===== config.mk =====
export PLATFORM = sky130hd
export DESIGN_NAME = led_fade_sequencer_flat
export DESIGN_NICKNAME = d
export VERILOG_FILES = /design/src/rtl/led_fade_if.sv /design/src/rtl/led_fade_sequencer.sv /design/src/flat_wrapper.sv
export SDC_FILE = /design/constraint.sdc
export NUM_CORES = 1
export LEC_CHECK = 0
export ABC_AREA = 1
export CAP_MARGIN = 20
export CORE_MARGIN = 8
export CORE_UTILIZATION = 35
export CTS_CLUSTER_DIAMETER = 60
export DETAILED_ROUTE_END_ITERATION = 16
export GPL_ROUTABILITY_DRIVEN = 0
export GPL_TIMING_DRIVEN = 0
export SLEW_MARGIN = 20
export SYNTH_ARGS = -nofsm -noshare
export SYNTH_HDL_FRONTEND = slang
export SYNTH_SLANG_ARGS = --single-unit

===== constraint.sdc =====
create_clock -name clk -period 5.65 [get_ports clk]
set_input_delay 0.8475 -clock clk [delete_from_list [all_inputs] [get_ports clk]]
set_output_delay 0.8475 -clock clk [all_outputs]
set_load 0.05 [all_outputs]

===== src/rtl/led_fade_if.sv =====
// Duty-value handshake between the fade sequencer and the PWM stage.
// The master offers duty_data with duty_valid; the slave accepts it with duty_ready.
interface led_fade_if #(
    parameter int DUTY_W = 16
);
    logic [DUTY_W-1:0] duty_data;
    logic              duty_valid;
    logic              duty_ready;

    modport master (output duty_data, output duty_valid, input duty_ready);
    modport slave  (input duty_data, input duty_valid, output duty_ready);
endinterface


===== src/rtl/led_fade_sequencer.sv =====
// Breathing-profile duty source. The duty value steps RISE -> HOLD_HI -> FALL -> HOLD_LO
// on prescaled ticks, and each new value is offered to the PWM stage over valid/ready.
module led_fade_sequencer #(
    parameter int DUTY_W      = 16,
    parameter int STEP_CYCLES = 20000,
    parameter int STEP_SIZE   = 100,
    parameter int DUTY_MIN    = 1,
    parameter int DUTY_MAX    = 14000,
    parameter int HOLD_STEPS  = 10
) (
    input  logic              clk,
    input  logic              rst_n,
    input  logic              enable,
    led_fade_if.master        duty,
    output logic [2:0]        state,
    output logic              cycle_done
);
    typedef enum logic [2:0] {
        IDLE    = 3'd0,
        RISE    = 3'd1,
        HOLD_HI = 3'd2,
        FALL    = 3'd3,
        HOLD_LO = 3'd4
    } state_t;

    localparam int PW        = $clog2(STEP_CYCLES);
    localparam int HW        = $clog2(HOLD_STEPS + 1);
    localparam int RESTART_I = (DUTY_MIN + STEP_SIZE > DUTY_MAX) ? DUTY_MAX : DUTY_MIN + STEP_SIZE;

    localparam logic [PW-1:0]     TERM      = PW'(STEP_CYCLES - 1);
    localparam logic [HW-1:0]     HOLD_LAST = HW'(HOLD_STEPS - 1);
    localparam logic [HW-1:0]     HOLD_FULL = HW'(HOLD_STEPS);
    localparam logic [DUTY_W:0]   STEP_X    = (DUTY_W+1)'(STEP_SIZE);
    localparam logic [DUTY_W:0]   MIN_X     = (DUTY_W+1)'(DUTY_MIN);
    localparam logic [DUTY_W:0]   MAX_X     = (DUTY_W+1)'(DUTY_MAX);
    localparam logic [DUTY_W-1:0] MIN_V     = DUTY_W'(DUTY_MIN);
    localparam logic [DUTY_W-1:0] MAX_V     = DUTY_W'(DUTY_MAX);
    localparam logic [DUTY_W-1:0] RESTART_V = DUTY_W'(RESTART_I);

    state_t            st;
    logic [PW-1:0]     prescaler;
    logic [HW-1:0]     hold_cnt;
    logic              stall;
    logic              tick;
    logic [DUTY_W:0]   sum;
    logic [DUTY_W:0]   dif;
    logic [DUTY_W-1:0] rise_nxt;
    logic [DUTY_W-1:0] fall_nxt;

    // A stalled offer freezes the prescaler at terminal count, so the tick waits rather than drops.
    assign stall = duty.duty_valid && !duty.duty_ready;
    assign tick  = (prescaler == TERM) && !stall;

    // One extra bit catches overflow past the top and borrow below zero before saturating.
    assign sum      = {1'b0, duty.duty_data} + STEP_X;
    assign dif      = {1'b0, duty.duty_data} - STEP_X;
    assign rise_nxt = (sum >= MAX_X) ? MAX_V : sum[DUTY_W-1:0];
    assign fall_nxt = (dif[DUTY_W] || dif <= MIN_X) ? MIN_V : dif[DUTY_W-1:0];

    assign state = st;

    always_ff @(posedge clk or negedge rst_n) begin
        if (!rst_n) begin
            st              <= IDLE;
            prescaler       <= '0;
            hold_cnt        <= '0;
            duty.duty_data  <= '0;
            duty.duty_valid <= 1'b0;
            cycle_done      <= 1'b0;
        end else begin
            cycle_done <= 1'b0;

            if (tick)
                prescaler <= '0;
            else if (prescaler != TERM)
                prescaler <= prescaler + PW'(1);

            // A load on this same edge below overrides the drop.
            if (duty.duty_valid && duty.duty_ready)
                duty.duty_valid <= 1'b0;

            if (tick) begin
                if (st != IDLE && !enable) begin
                    st              <= IDLE;
                    duty.duty_data  <= '0;
                    duty.duty_valid <= 1'b1;
                end else begin
                    case (st)
                        IDLE: if (enable) begin
                            st              <= RISE;
                            duty.duty_data  <= MIN_V;
                            duty.duty_valid <= 1'b1;
                        end
                        RISE: begin
                            duty.duty_data  <= rise_nxt;
                            duty.duty_valid <= 1'b1;
                            if (rise_nxt == MAX_V) begin
                                st       <= HOLD_HI;
                                hold_cnt <= '0;
                            end
                        end
                        HOLD_HI: begin
                            if (hold_cnt == HOLD_LAST)
                                st <= FALL;
                            else
                                hold_cnt <= hold_cnt + HW'(1);
                        end
                        FALL: begin
                            duty.duty_data  <= fall_nxt;
                            duty.duty_valid <= 1'b1;
                            if (fall_nxt == MIN_V) begin
                                st       <= HOLD_LO;
                                hold_cnt <= '0;
                            end
                        end
                        HOLD_LO: begin
                            // Restart lands on the tick after HOLD_STEPS silent ticks, so the
                            // low dwell matches the silent stretch seen at the top.
                            if (hold_cnt == HOLD_FULL) begin
                                st              <= RISE;
                                duty.duty_data  <= RESTART_V;
                                duty.duty_valid <= 1'b1;
                                cycle_done      <= 1'b1;
                            end else begin
                                hold_cnt <= hold_cnt + HW'(1);
                            end
                        end
                        default: st <= IDLE;
                    endcase
                end
            end
        end
    end
endmodule

===== src/flat_wrapper.sv =====
// flat-port wrapper written by rule: the top's interface ports become plain ports
module led_fade_sequencer_flat 
#(
    parameter int DUTY_W      = 16,
    parameter int STEP_CYCLES = 20000,
    parameter int STEP_SIZE   = 100,
    parameter int DUTY_MIN    = 1,
    parameter int DUTY_MAX    = 14000,
    parameter int HOLD_STEPS  = 10
)
  (clk, rst_n, enable, state, cycle_done, duty_duty_data, duty_duty_valid, duty_duty_ready);
  led_fade_if #(.DUTY_W(DUTY_W)) duty_i ();
  input  logic clk;
  input  logic rst_n;
  input  logic enable;
  output logic [2:0] state;
  output logic cycle_done;
  output wire logic [$bits(duty_i.duty_data)-1:0] duty_duty_data;
  output wire logic [$bits(duty_i.duty_valid)-1:0] duty_duty_valid;
  input wire logic [$bits(duty_i.duty_ready)-1:0] duty_duty_ready;
  assign duty_duty_data = duty_i.duty_data;
  assign duty_duty_valid = duty_i.duty_valid;
  assign duty_i.duty_ready = duty_duty_ready;
  led_fade_sequencer #(.DUTY_W(DUTY_W), .STEP_CYCLES(STEP_CYCLES), .STEP_SIZE(STEP_SIZE), .DUTY_MIN(DUTY_MIN), .DUTY_MAX(DUTY_MAX), .HOLD_STEPS(HOLD_STEPS)) u_core (.clk(clk), .rst_n(rst_n), .enable(enable), .duty(duty_i), .state(state), .cycle_done(cycle_done));
endmodule

==> results.txt, run 1 <==
----------------------------------------------------
[Run status]
  Outcome ... finished clean

[Worst setup path]
  Crit path max-delay cell type ... dfrtp_1
  Crit end category ... register
  Critical path cell sequence ... ha_1 > nand2_1 > nor2_2 > inv_2 > nor2_2 > inv_2 > nor4_4 > inv_2 > nor2_1 > nand2_1 > nor2_4 > nand2_1 > nor2_4 > o21ai_1 > o21ai_0
  CP bufs+invs ... 3
  Family with the most delay on the worst path ... simple AND/OR/NAND/NOR gates
  Worst setup startpoint ... u_core.prescaler[0]$_DFFE_PN0P_
  Kind of start point of the critical path ... register
  Data required time at the worst endpoint ... 5.88 ns
  CP arrival ... between 2 and 3 ns
  CP Class ... reg2reg
  CP max FO ... 10
  Reg2Reg Setup Slack ... 3.02 ns
  Worst path max stage delay ... 0.41 ns
  Startpoint of the worst register-to-register path ... u_core.prescaler[0]$_DFFE_PN0P_

[Placed design]
  I/O Buffers ... 24
  Pre-CTS setup slack ... 2.92 ns
  Dpl hpwl ... 6430 um
  Post-DP Area ... approximately 0.0036 mm2

[Finish]
  Final #Nets ... 504
  Number of fill cells ... 912
  Area growth from synthesis to layout ... 16.0%
  Flip-flop and latch area ... 0.00100 mm2
  Area of the multi-input gates ... 0.00187 mm2
  Layout cells sized above 1 ... between 10% and 20%
  Number of inserted diodes ... 0
  Finished Cell Area ... 0.00367 mm2

[STA]
  Worst slew margin ... 56.4%
  Post-Route Setup TNS ... 0 ns
  Tightest hold margin ... 0.420 ns
  Setup slack of the critical path after layout ... 3.02 ns
  Setup-violating endpoint count in the final report ... 0
  Number of hold violations in the final report ... 0
  Period utilization ... 46.6%
  Worst Clk Skew ... around 0.0081 ns
  Least-Margin Pin Slew ... ~0.65 ns
  Setup repair after global routing missed its margin ... no
  Fmax ... 0.380 GHz
  Final period demand of the worst path ... 2.63 ns
  Number of slew-limit violations in the final report ... 0

[GRT]
  First-pass GRT wire length ... between 10000 and 15000 um
  Number of global-route vias before repair ... between 3k and 4k
  Total gr overflow ... 0
  Antenna violations before repair ... 0
  GRT Util Overall ... 13.6%
  Largest net degree at the start of global routing ... 29

[Clock network]
  Total clock sinks ... 40
  Root Driver ... clkbuf_8
  Longest Clk Path Bufs ... 2
  CTS buffer count ... 5
  Resized Gates After CTS ... 0
  Clock transition at path regs ... 0.09 ns
  Count of buffers added by post-CTS timing repair for setup ... 0
  H-tree depth ... 2
  CTS hold repair buffers ... 0
  CTS tree ... done
  Worst-skew pair later-pin latency ... around 0.31 ns

[Drt]
  Number of DRC violations after detailed-routing iteration 0 ... 116
  DRC viols ... 0
  Iteration count of the initial detailed-routing pass ... 4
  Vias ... 3107
  Per-cell routed wire length ... 13.8 um
  Avg Vias per Cell ... 5.16
  Detail Route Antenna Nets ... 0
  Total detailed-routing wirelength ... 8300 um

[Floorplanning]
  Initial cell density of the core ... 36.1%
  Die area ... roughly 0.012 mm2
  Count of boundary I/O pins ... 25
  Number of standard-cell rows in the floorplan ... 34
  Die extent in y ... 111 um
  Core Box Area ... 0.00876 mm2
  Die width ... 111 um

[Power]
  Maximum resistive drop on vdd ... 0.0891 mV
  Leakage power total ... 0.00169 uW
  Power density over the cells ... 221 mW/mm2
  Total chip power ... 810 uW

[Logic synthesis]
  Area fraction of the dominant cell type after synthesis ... 31.6%
  Ys async rst share ... 100%
  Most numerous cell in the Yosys netlist ... nand2_1
  Syn nets ... 472
  Combined area of all synthesized cells ... between 0.003 and 0.004 mm2
  Top cell type by total area after synthesis ... dfrtp_1
  Synth cell count leaders ... nand2_1, inv_1, dfrtp_1, nor2_1, nand3_1
  Number of warning messages in the yosys log ... 0
  #FFs+latches synth ... 40
  Cell count after synthesis ... 461
  Distinct cell type count after synthesis ... 40
  Primary FF master, synth ... dfrtp_1
  Share of the yosys chip area belonging to registers ... 31.6%
  Cells taking the most area after synthesis ... dfrtp_1, nand2_1, inv_1
  Number of enable-type register cells in the synthesized netlist ... 0
  Post-Syn Area per Cell ... 6.86 um2

[Job]
  Number of maximum-capacitance violations ... 0

[Min path]
  Class of the tightest hold or removal check ... in2async

----------------------------------------------------
-- stage by stage --
step	instances	util [%]
after floorplan	461	-
after global placement	593	40.4
after detailed placement	594	40.5
after CTS	602	41.9
after global routing	602	41.9
final	602	41.9
-- logic make-up after synthesis --
family,synth area share [%]
AND/OR/NAND/NOR,40.6
buffers and inverters,9.18
AO/OA/AOI/OAI,12.2
flip-flops,31.6
XOR/XNOR,3.32
adder cells (fa/ha/maj),2.77
multiplexers,0.316
-- cell usage in the layout, fill, tap and decap left out, types with 8 or more instances in the layout --
| master | n |
|---|---|
| nand3_1 | 37 |
| clkdlybuf4s50_1 | 23 |
| nand4_1 | 8 |
| xor2_1 | 12 |
| o21ai_1 | 13 |
| nor3_1 | 22 |
| nor2_1 | 40 |
| inv_2 | 12 |
| nor2_2 | 9 |
| o21ai_0 | 24 |
| inv_1 | 59 |
| nand2_2 | 11 |
| nand2_1 | 106 |
| a21oi_1 | 10 |
| dfrtp_1 | 40 |
-- per-layer routing --
layer | vias up | wire length (um) | track usage, %
met5 | - | 0 | 0
met4 | 0 | 87 | 3.91
met3 | 8 | 425 | 2.76
met2 | 56 | 4110 | 23.4
met1 | 1457 | 3680 | 16.8
li1 | 1586 | - | -
-- report_power, final --
part	switching, uW	internal [uW]	total, uW
sequential	22.2	299	321
combinational	162	73.3	235
clock	121	133	254
total	305	505	810
-- layout make-up --
type                    count  share of cell area [%]
well taps                 108                    3.68
clock inverters             3                    1.26
inverters                  71                    7.26
flip-flops and latches     40                    27.3
plain buffers               4                   0.648
repair buffers             25                    6.96
clock buffers               5                    1.88
multi-input cells         346                    51.0
-- state kept, by name (all words and copies together) (netlist names) --
register / cells
u_core.duty.duty_valid: 1
u_core.cycle_done: 1
u_core.hold_cnt: 4
u_core.state: 3
u_core.prescaler: 15
u_core.duty.duty_data: 16
-- final timing paths --
path | depth (start not counted) | endpoint
min reg2reg | 1 | u_core.prescaler[6]$_DFFE_PN0P_
max reg2reg | 15 | u_core.duty.duty_data[1]$_DFFE_PN0P_
max | 15 | u_core.duty.duty_data[1]$_DFFE_PN0P_
min | 1 | u_core.duty.duty_data[7]$_DFFE_PN0P_
min in group clk | 1 | u_core.prescaler[6]$_DFFE_PN0P_
max in group asynchronous | 2 | u_core.prescaler[9]$_DFFE_PN0P_
Power figures use the tool's default switching activity.
==> run 2: changes to the inputs <==
==> constraint.sdc (replaced) <==
create_clock -name clk -period 2.55 [get_ports clk]
set_input_delay 0.3825 -clock clk [delete_from_list [all_inputs] [get_ports clk]]
set_output_delay 0.3825 -clock clk [all_outputs]
set_load 0.05 [all_outputs]
==> run 2 against run 1 <==
Worst setup slack worse by 2.9 ns. Sequential power up 120%. Register-to-register slack lost 2.9 ns. Clock power up 120%. Global-route usage rose by 0.32 points. Flip-flop and latch count unchanged. Clock skew fell by 0.00063 ns. Wire length up 5.7%. Critical path type unchanged. Largest power group unchanged.
==> results.txt, run 2 (synthesis gave the netlist of run 1 again) <==
----------------------------------------------------
[Run status]
  Outcome ... finished clean

[STA]
  Setup-violating endpoint count in the final report ... 0 (unchanged)
  Fmax ... 0.414 GHz (+9.1%)
  Tightest hold margin ... 0.485 ns (+0.0644 ns)
  Setup repair after global routing missed its margin ... yes
  Number of slew-limit violations in the final report ... 0 (unchanged)
  Final period demand of the worst path ... 2.41 ns (-0.220 ns)
  Worst Clk Skew ... 0.00743 ns (-0.000633 ns)
  Worst slew margin ... 51.6% (-4.8 points)
  Least-Margin Pin Slew ... 0.721 ns (+0.0713 ns)
  Setup slack of the critical path after layout ... 0.136 ns (-2.88 ns)
  Period utilization ... 94.7% (+48 points)
  Number of hold violations in the final report ... 0 (unchanged)

[Worst setup path]
  CP arrival ... 2.62 ns (-0.24 ns)
  Family with the most delay on the worst path ... simple AND/OR/NAND/NOR gates
  CP max FO ... 7 (-3)
  Worst reg-to-reg path cell count ... 12 (-3)
  Cell repeated most along the worst path ... nor2_1
  Crit path max-delay cell type ... dfrtp_2
  Crit end category ... register
  CP bufs+invs ... 0 (-3)
  Worst reg2reg endpoint ... u_core.state[1]$_DFFE_PN0P_
  Reg2Reg Setup Slack ... 0.14 ns (-2.88 ns)
  Critical path cell sequence ... nor2_1 > nand2_2 > nand3_1 > xor2_1 > nand4_1 > nand3b_4 > nand3_2 > nor2_1 > nor2_1 > nand4_1 > nand2_1 > nand2_1
  Data required time at the worst endpoint ... 2.76 ns (-3.12 ns)
  Worst path max stage delay ... 0.46 ns (+0.05 ns)
  Kind of start point of the critical path ... register
  CP Class ... reg2reg
  Startpoint of the worst register-to-register path ... u_core.duty.duty_data[5]$_DFFE_PN0P_

[Finish]
  Finished Cell Area ... 0.00398 mm2 (+8.4%)
  Final #Nets ... 522 (+3.6%)
  Number of fill cells ... 869 (-4.7%)
  Leading registers by flop count ... u_core.duty.duty_data x16, u_core.prescaler x15, u_core.hold_cnt x4
  Leading cell type in the layout, fill and taps excluded ... nand2_1
  Register bank with the most flops ... u_core.duty.duty_data
  Final standard cell utilization of the core ... 45.4% (+3.5 points)
  Number of inserted diodes ... 0 (unchanged)
  Area growth from synthesis to layout ... 25.7%
  Commonest cells after routing, fill and taps aside ... nand2_1, inv_1, nor2_1
  Max FFs per register ... 16 (unchanged)
  Layout cells sized above 1 ... 23.0% (+10 points)

[Power]
  Maximum resistive drop on vdd ... 0.205 mV (+130%)
  Part of the total power dissipated in sequential elements ... 38.2% (-1.4 points)
  Net switching fraction of the power ... 37.9% (+0.27 points)
  Total chip power ... 1870 uW (+130%)
  Leakage power total ... 0.00179 uW (+6.2%)
  Sw power ... 708 uW (+130%)
  Power density over the cells ... 470 mW/mm2 (+110%)
  Internal power ... 1160 uW (+130%)
  Logic gate share of total power ... 31.7% (+2.7 points)
  Clock network fraction of design power ... 30.1% (-1.3 points)

[Clock network]
  Worst-skew pair later-pin latency ... 0.31 ns (about the same)
  Total clock sinks ... 40 (unchanged)
  CTS tree ... done
  H-tree depth ... 2 (unchanged)
  Root Driver ... clkbuf_8
  Longest Clk Path Bufs ... 2 (unchanged)
  CTS buffer count ... 5 (unchanged)
  Clock transition at path regs ... 0.09 ns (about the same)

[Drt]
  Sum of routed wire segments on met1 ... 3800 um (+3.3%)
  Total detailed-routing wirelength ... 8770 um (+5.7%)
  Avg Vias per Cell ... 5.21 (+0.94%)
  Metal3 WL ... 382 um (-10%)
  Iteration count of the initial detailed-routing pass ... 4 (unchanged)
  Per-cell routed wire length ... 14.1 um (+2.6%)
  Vias ... 3230 (+4.0%)
  Number of DRC violations after detailed-routing iteration 0 ... 136 (+17%)
  Detail Route Antenna Nets ... 0 (unchanged)
  Met2 routed wirelength ... 4450 um (+8.4%)
  Top layer in use ... met4
  DRC viols ... 0 (unchanged)

[Floorplanning]
  Die extent in y ... 111 um (unchanged)
  Die area ... 0.0123 mm2 (unchanged)
  Number of standard-cell rows in the floorplan ... 34 (unchanged)
  Initial cell density of the core ... 36.1% (unchanged)
  Core Box Area ... 0.00876 mm2 (unchanged)
  Die width ... 111 um (unchanged)
  Count of boundary I/O pins ... 25 (unchanged)

[Min path]
  Class of the tightest hold or removal check ... reg2reg
  Endpoint, Worst Hold ... u_core.prescaler[6]$_DFFE_PN0P_
  Hold depth ... 1
  Hold Path Origin ... u_core.prescaler[6]$_DFFE_PN0P_

[GRT]
  Total gr overflow ... 0 (unchanged)
  Antenna violations before repair ... 0 (unchanged)
  First-pass GRT wire length ... 14700 um (+2.5%)
  Largest net degree at the start of global routing ... 29 (unchanged)
  Number of global-route vias before repair ... 3197 (+4.1%)
  GRT Util Overall ... 14.0% (+0.32 points)

[Job]
  Number of maximum-capacitance violations ... 0 (unchanged)

[Placed design]
  Post-DP Area ... 0.00355 mm2 (about the same)
  I/O Buffers ... 24 (unchanged)
  Dpl hpwl ... 6420 um (about the same)
  Pre-CTS setup slack ... -0.0656 ns (-2.98 ns)

----------------------------------------------------
-- run 2: final cells by class --
type | instances | area (um2) | area share [%]
multi-input combinational | 346 | 2000 | 50.4
sequential | 40 | 1010 | 25.4
timing repair buffer | 43 | 417 | 10.5
inverter | 71 | 272 | 6.83
tap | 108 | 135 | 3.40
clock buffer | 5 | 68.8 | 1.73
clock inverter | 3 | 46.3 | 1.16
buffer | 4 | 23.8 | 0.598
-- run 2: per-stage QoR --
| step | cells | TNS (ns) |
|---|---|---|
| final | 620 | 0 |
| after global routing | 620 | -0.151 |
| after CTS | 608 | 0 |
| after detailed placement | 594 | -0.315 |
| after global placement | 593 | -1.32 |
| after floorplan | 461 | 0 |
-- run 2: worst max-delay path by stage --
| stage | from | end | slack (ns) | cells after the start |
|---|---|---|---|---|
| 4_1_cts | u_core.duty.duty_data[2]$_DFFE_PN0P_ | u_core.state[1]$_DFFE_PN0P_ | 0.03 | 19 |
| 3_5_place_dp | u_core.prescaler[0]$_DFFE_PN0P_ | u_core.duty.duty_data[1]$_DFFE_PN0P_ | -0.07 | 15 |
| 5_1_grt | u_core.duty.duty_data[3]$_DFFE_PN0P_ | u_core.state[1]$_DFFE_PN0P_ | -0.07 | 19 |
| 6_report | u_core.duty.duty_data[5]$_DFFE_PN0P_ | u_core.state[1]$_DFFE_PN0P_ | 0.14 | 12 |
| 2_1_floorplan | u_core.duty.duty_data[3]$_DFFE_PN0P_ | u_core.hold_cnt[2]$_DFFE_PN0P_ | 0.05 | 18 |
| 3_3_place_gp | rst_n | u_core.duty.duty_data[2]$_DFFE_PN0P_ | -0.18 | 1 |
-- run 2: power groups by stage --
| stage | combinational, uW | sequential, uW | clock, uW |
|---|---|---|---|
| 3_3_place_gp | 514 | 724 | 0 |
| 6_report | 593 | 714 | 562 |
| 4_1_cts | 527 | 710 | 576 |
| 5_1_grt | 650 | 720 | 593 |
| 3_5_place_dp | 519 | 724 | 0 |
| 2_1_floorplan | 280 | 807 | 0 |
-- run 2: what timing repair did --
item                                    4_1_cts  5_1_grt
hold endpoints to repair                     12        0
setup buffers                                 5       12
pin swaps                                     3       13
hold buffers                                  1        0
endpoints found under the setup margin       13       22
gates resized for setup                       0       52
-- run 2: layer usage --
layer  vias up  GRT usage (%)
met1      1542           16.8
met5         -              0
met2        55           24.4
li1       1621              -
met4         0           4.36
met3        12           2.60
==> run 3: changes to the inputs <==
--- a/config.mk
+++ b/config.mk
@@ -13,6 +13,7 @@
 export DETAILED_ROUTE_END_ITERATION = 16
 export GPL_ROUTABILITY_DRIVEN = 0
 export GPL_TIMING_DRIVEN = 0
+export MAX_ROUTING_LAYER = met4
 export SLEW_MARGIN = 20
 export SYNTH_ARGS = -nofsm -noshare
 export SYNTH_HDL_FRONTEND = slang
==> run 3 against run 2 <==
Wire length down 1.1%. Fmax up 0.59%. Worst hold slack about the same. Largest power group unchanged. Die area unchanged. Sequential share of layout area about the same. Final area about the same. Critical path depth unchanged. Combinational power down 1%. Sequential power about the same. Critical path type unchanged. Flip-flop and latch count unchanged. Final cell count down 0.16%. Worst setup slack better by 0.014 ns.
==> results.txt, run 3 (synthesis gave the netlist of run 1 again) <==
----------------------------------------------------
[Finish]
  Register bank with the most flops ... u_core.duty.duty_data
  Max FFs per register ... 16 (unchanged)
  Commonest cells after routing, fill and taps aside ... nand2_1, inv_1, nor2_1
  Leading cell type in the layout, fill and taps excluded ... nand2_1
  Area growth from synthesis to layout ... 25.6% (about the same)
  Leading registers by flop count ... u_core.duty.duty_data x16, u_core.prescaler x15, u_core.hold_cnt x4
  Finished Cell Area ... 0.00397 mm2 (about the same)
  Number of inserted diodes ... 0 (unchanged)
  Final #Nets ... 521 (-0.19%)
  Layout cells sized above 1 ... 22.7% (-0.35 points)

[Power]
  Power density over the cells ... 468 mW/mm2 (-0.44%)
  Part of the total power dissipated in sequential elements ... 38.4% (+0.2 points)
  Leakage power total ... 0.00179 uW (about the same)
  Total chip power ... 1860 uW (-0.53%)
  Logic gate share of total power ... 31.6% (about the same)
  Maximum resistive drop on vdd ... 0.204 mV (-0.40%)
  Sw power ... 702 uW (-0.92%)
  Internal power ... 1160 uW (-0.30%)
  Clock network fraction of design power ... 30.1% (about the same)
  Net switching fraction of the power ... 37.7% (-0.15 points)

[Worst setup path]
  Kind of start point of the critical path ... register
  CP max FO ... 6 (-1)
  CP arrival ... 2.60 ns (-0.02 ns)
  Cell repeated most along the worst path ... nor2_1
  Worst path max stage delay ... 0.46 ns (about the same)
  Critical path cell sequence ... nor2_1 > nand2_2 > nand3_1 > xor2_1 > nand4_1 > nand3b_4 > nand3_2 > nor2_1 > nor2_1 > nand4_1 > nand2_1 > nand2_1
  Crit path max-delay cell type ... dfrtp_2
  CP bufs+invs ... 0 (unchanged)
  CP Class ... reg2reg
  Data required time at the worst endpoint ... 2.75 ns (about the same)
  Family with the most delay on the worst path ... simple AND/OR/NAND/NOR gates
  Crit end category ... register
  Critical path depth ... 12 (unchanged)
  Worst reg-to-reg path cell count ... 12 (unchanged)

[Floorplanning]
  Die area ... 0.0123 mm2 (unchanged)
  Die width ... 111 um (unchanged)
  Number of standard-cell rows in the floorplan ... 34 (unchanged)
  Die extent in y ... 111 um (unchanged)
  Count of boundary I/O pins ... 25 (unchanged)
  Core Box Area ... 0.00876 mm2 (unchanged)
  Initial cell density of the core ... 36.1% (unchanged)

[STA]
  Setup repair after global routing missed its margin ... yes
  Least-Margin Pin Slew ... 0.704 ns (-0.0174 ns)
  Tightest hold margin ... 0.484 ns (-0.000108 ns)
  Setup-violating endpoint count in the final report ... 0 (unchanged)
  Worst slew margin ... 52.8% (+1.2 points)
  Final period demand of the worst path ... 2.40 ns (-0.0143 ns)
  Period utilization ... 94.1% (-0.56 points)
  Number of slew-limit violations in the final report ... 0 (unchanged)
  Fmax ... 0.417 GHz (+0.59%)
  Worst Clk Skew ... 0.00718 ns (-0.000252 ns)
  Number of hold violations in the final report ... 0 (unchanged)

[Clock network]
  H-tree depth ... 2 (unchanged)
  CTS buffer count ... 5 (unchanged)
  Root Driver ... clkbuf_8
  Worst-skew pair later-pin latency ... 0.31 ns (about the same)
  CTS tree ... done
  Clock transition at path regs ... 0.09 ns (about the same)
  Longest Clk Path Bufs ... 2 (unchanged)
  Total clock sinks ... 40 (unchanged)

[Drt]
  Number of DRC violations after detailed-routing iteration 0 ... 113 (-17%)
  Detail Route Antenna Nets ... 0 (unchanged)
  DRC viols ... 0 (unchanged)
  Vias ... 3190 (-1.2%)
  Avg Vias per Cell ... 5.15 (-1.1%)
  Per-cell routed wire length ... 14.0 um (-0.98%)
  Total detailed-routing wirelength ... 8670 um (-1.1%)
  Iteration count of the initial detailed-routing pass ... 4 (unchanged)

[GRT]
  First-pass GRT wire length ... 14700 um (unchanged)
  GRT Util Overall ... 14.4% (+0.39 points)
  Largest net degree at the start of global routing ... 29 (unchanged)
  Antenna violations before repair ... 0 (unchanged)
  Number of global-route vias before repair ... 3200 (+0.094%)
  Total gr overflow ... 0 (unchanged)

[Min path]
  Hold depth ... 1 (unchanged)
  Class of the tightest hold or removal check ... reg2reg

[Placed design]
  Post-DP Area ... 0.00355 mm2 (unchanged)
  I/O Buffers ... 24 (unchanged)
  Dpl hpwl ... 6420 um (unchanged)

[Job]
  Number of maximum-capacitance violations ... 0 (unchanged)

[Run status]
  Outcome ... finished clean

----------------------------------------------------
-- run 3: cell types whose count changed in the layout (fill, tap and decap cells not counted), sizes merged --
cell,previous run,this run
buf,21,20
-- run 3: worst paths after layout --
path | start | end | slack, ns
max | u_core.duty.duty_data[6]$_DFFE_PN0P_ | u_core.state[1]$_DFFE_PN0P_ | 0.15
min | u_core.prescaler[6]$_DFFE_PN0P_ | u_core.prescaler[6]$_DFFE_PN0P_ | 0.48
max reg2reg | u_core.duty.duty_data[6]$_DFFE_PN0P_ | u_core.state[1]$_DFFE_PN0P_ | 0.15
min reg2reg | u_core.prescaler[6]$_DFFE_PN0P_ | u_core.prescaler[6]$_DFFE_PN0P_ | 0.48
max in group asynchronous | rst_n | u_core.duty.duty_data[2]$_DFFE_PN0P_ | 1.59
min in group asynchronous | rst_n | u_core.duty.duty_data[7]$_DFFE_PN0P_ | 0.50
-- run 3: area by class of cell --
type / instances / area (um2)
fillers: 876 / 4790
multi-input cells: 346 / 2010
flip-flops and latches: 40 / 1010
repair buffers: 42 / 409
inverters: 71 / 272
well taps: 108 / 135
clock buffers: 5 / 68.8
clock inverters: 3 / 46.3
plain buffers: 4 / 23.8
-- run 3: per-stage QoR --
stage | cells | TNS, ns | setup WS (ns) | utilization, %
finish | 619 | 0 | 0.150 | 45.3
global route | 619 | -0.305 | -0.0703 | 45.3
CTS | 608 | 0 | 0.0296 | 42.6
detailed placement | 594 | -0.315 | -0.0656 | 40.6
global placement | 593 | -1.32 | -0.181 | 40.4
floorplan | 461 | 0 | 0.0524 | -
-- run 3: repair_timing --
item / 4_1_cts / 5_1_grt
resized for setup: 0 / 50
setup buffers: 5 / 11
hold buffers: 1 / 0
pin swaps: 3 / 17
setup endpoints to repair: 13 / 22
hold endpoints to repair: 12 / 0
-- run 3: power by group through the flow --
stage | registers (uW) | clock network (uW) | logic (uW)
after floorplan | 807 | 0 | 280
after global placement | 724 | 0 | 514
after CTS | 710 | 576 | 527
final | 713 | 559 | 587
after detailed placement | 724 | 0 | 519
after global routing | 719 | 593 | 645
-- run 3: layer usage --
layer	global-route usage [%]	share of wire, %
met1	16.8	43
met2	24.4	51
met3	2.54	4.5
met4	4.36	1.4
met5	-	0
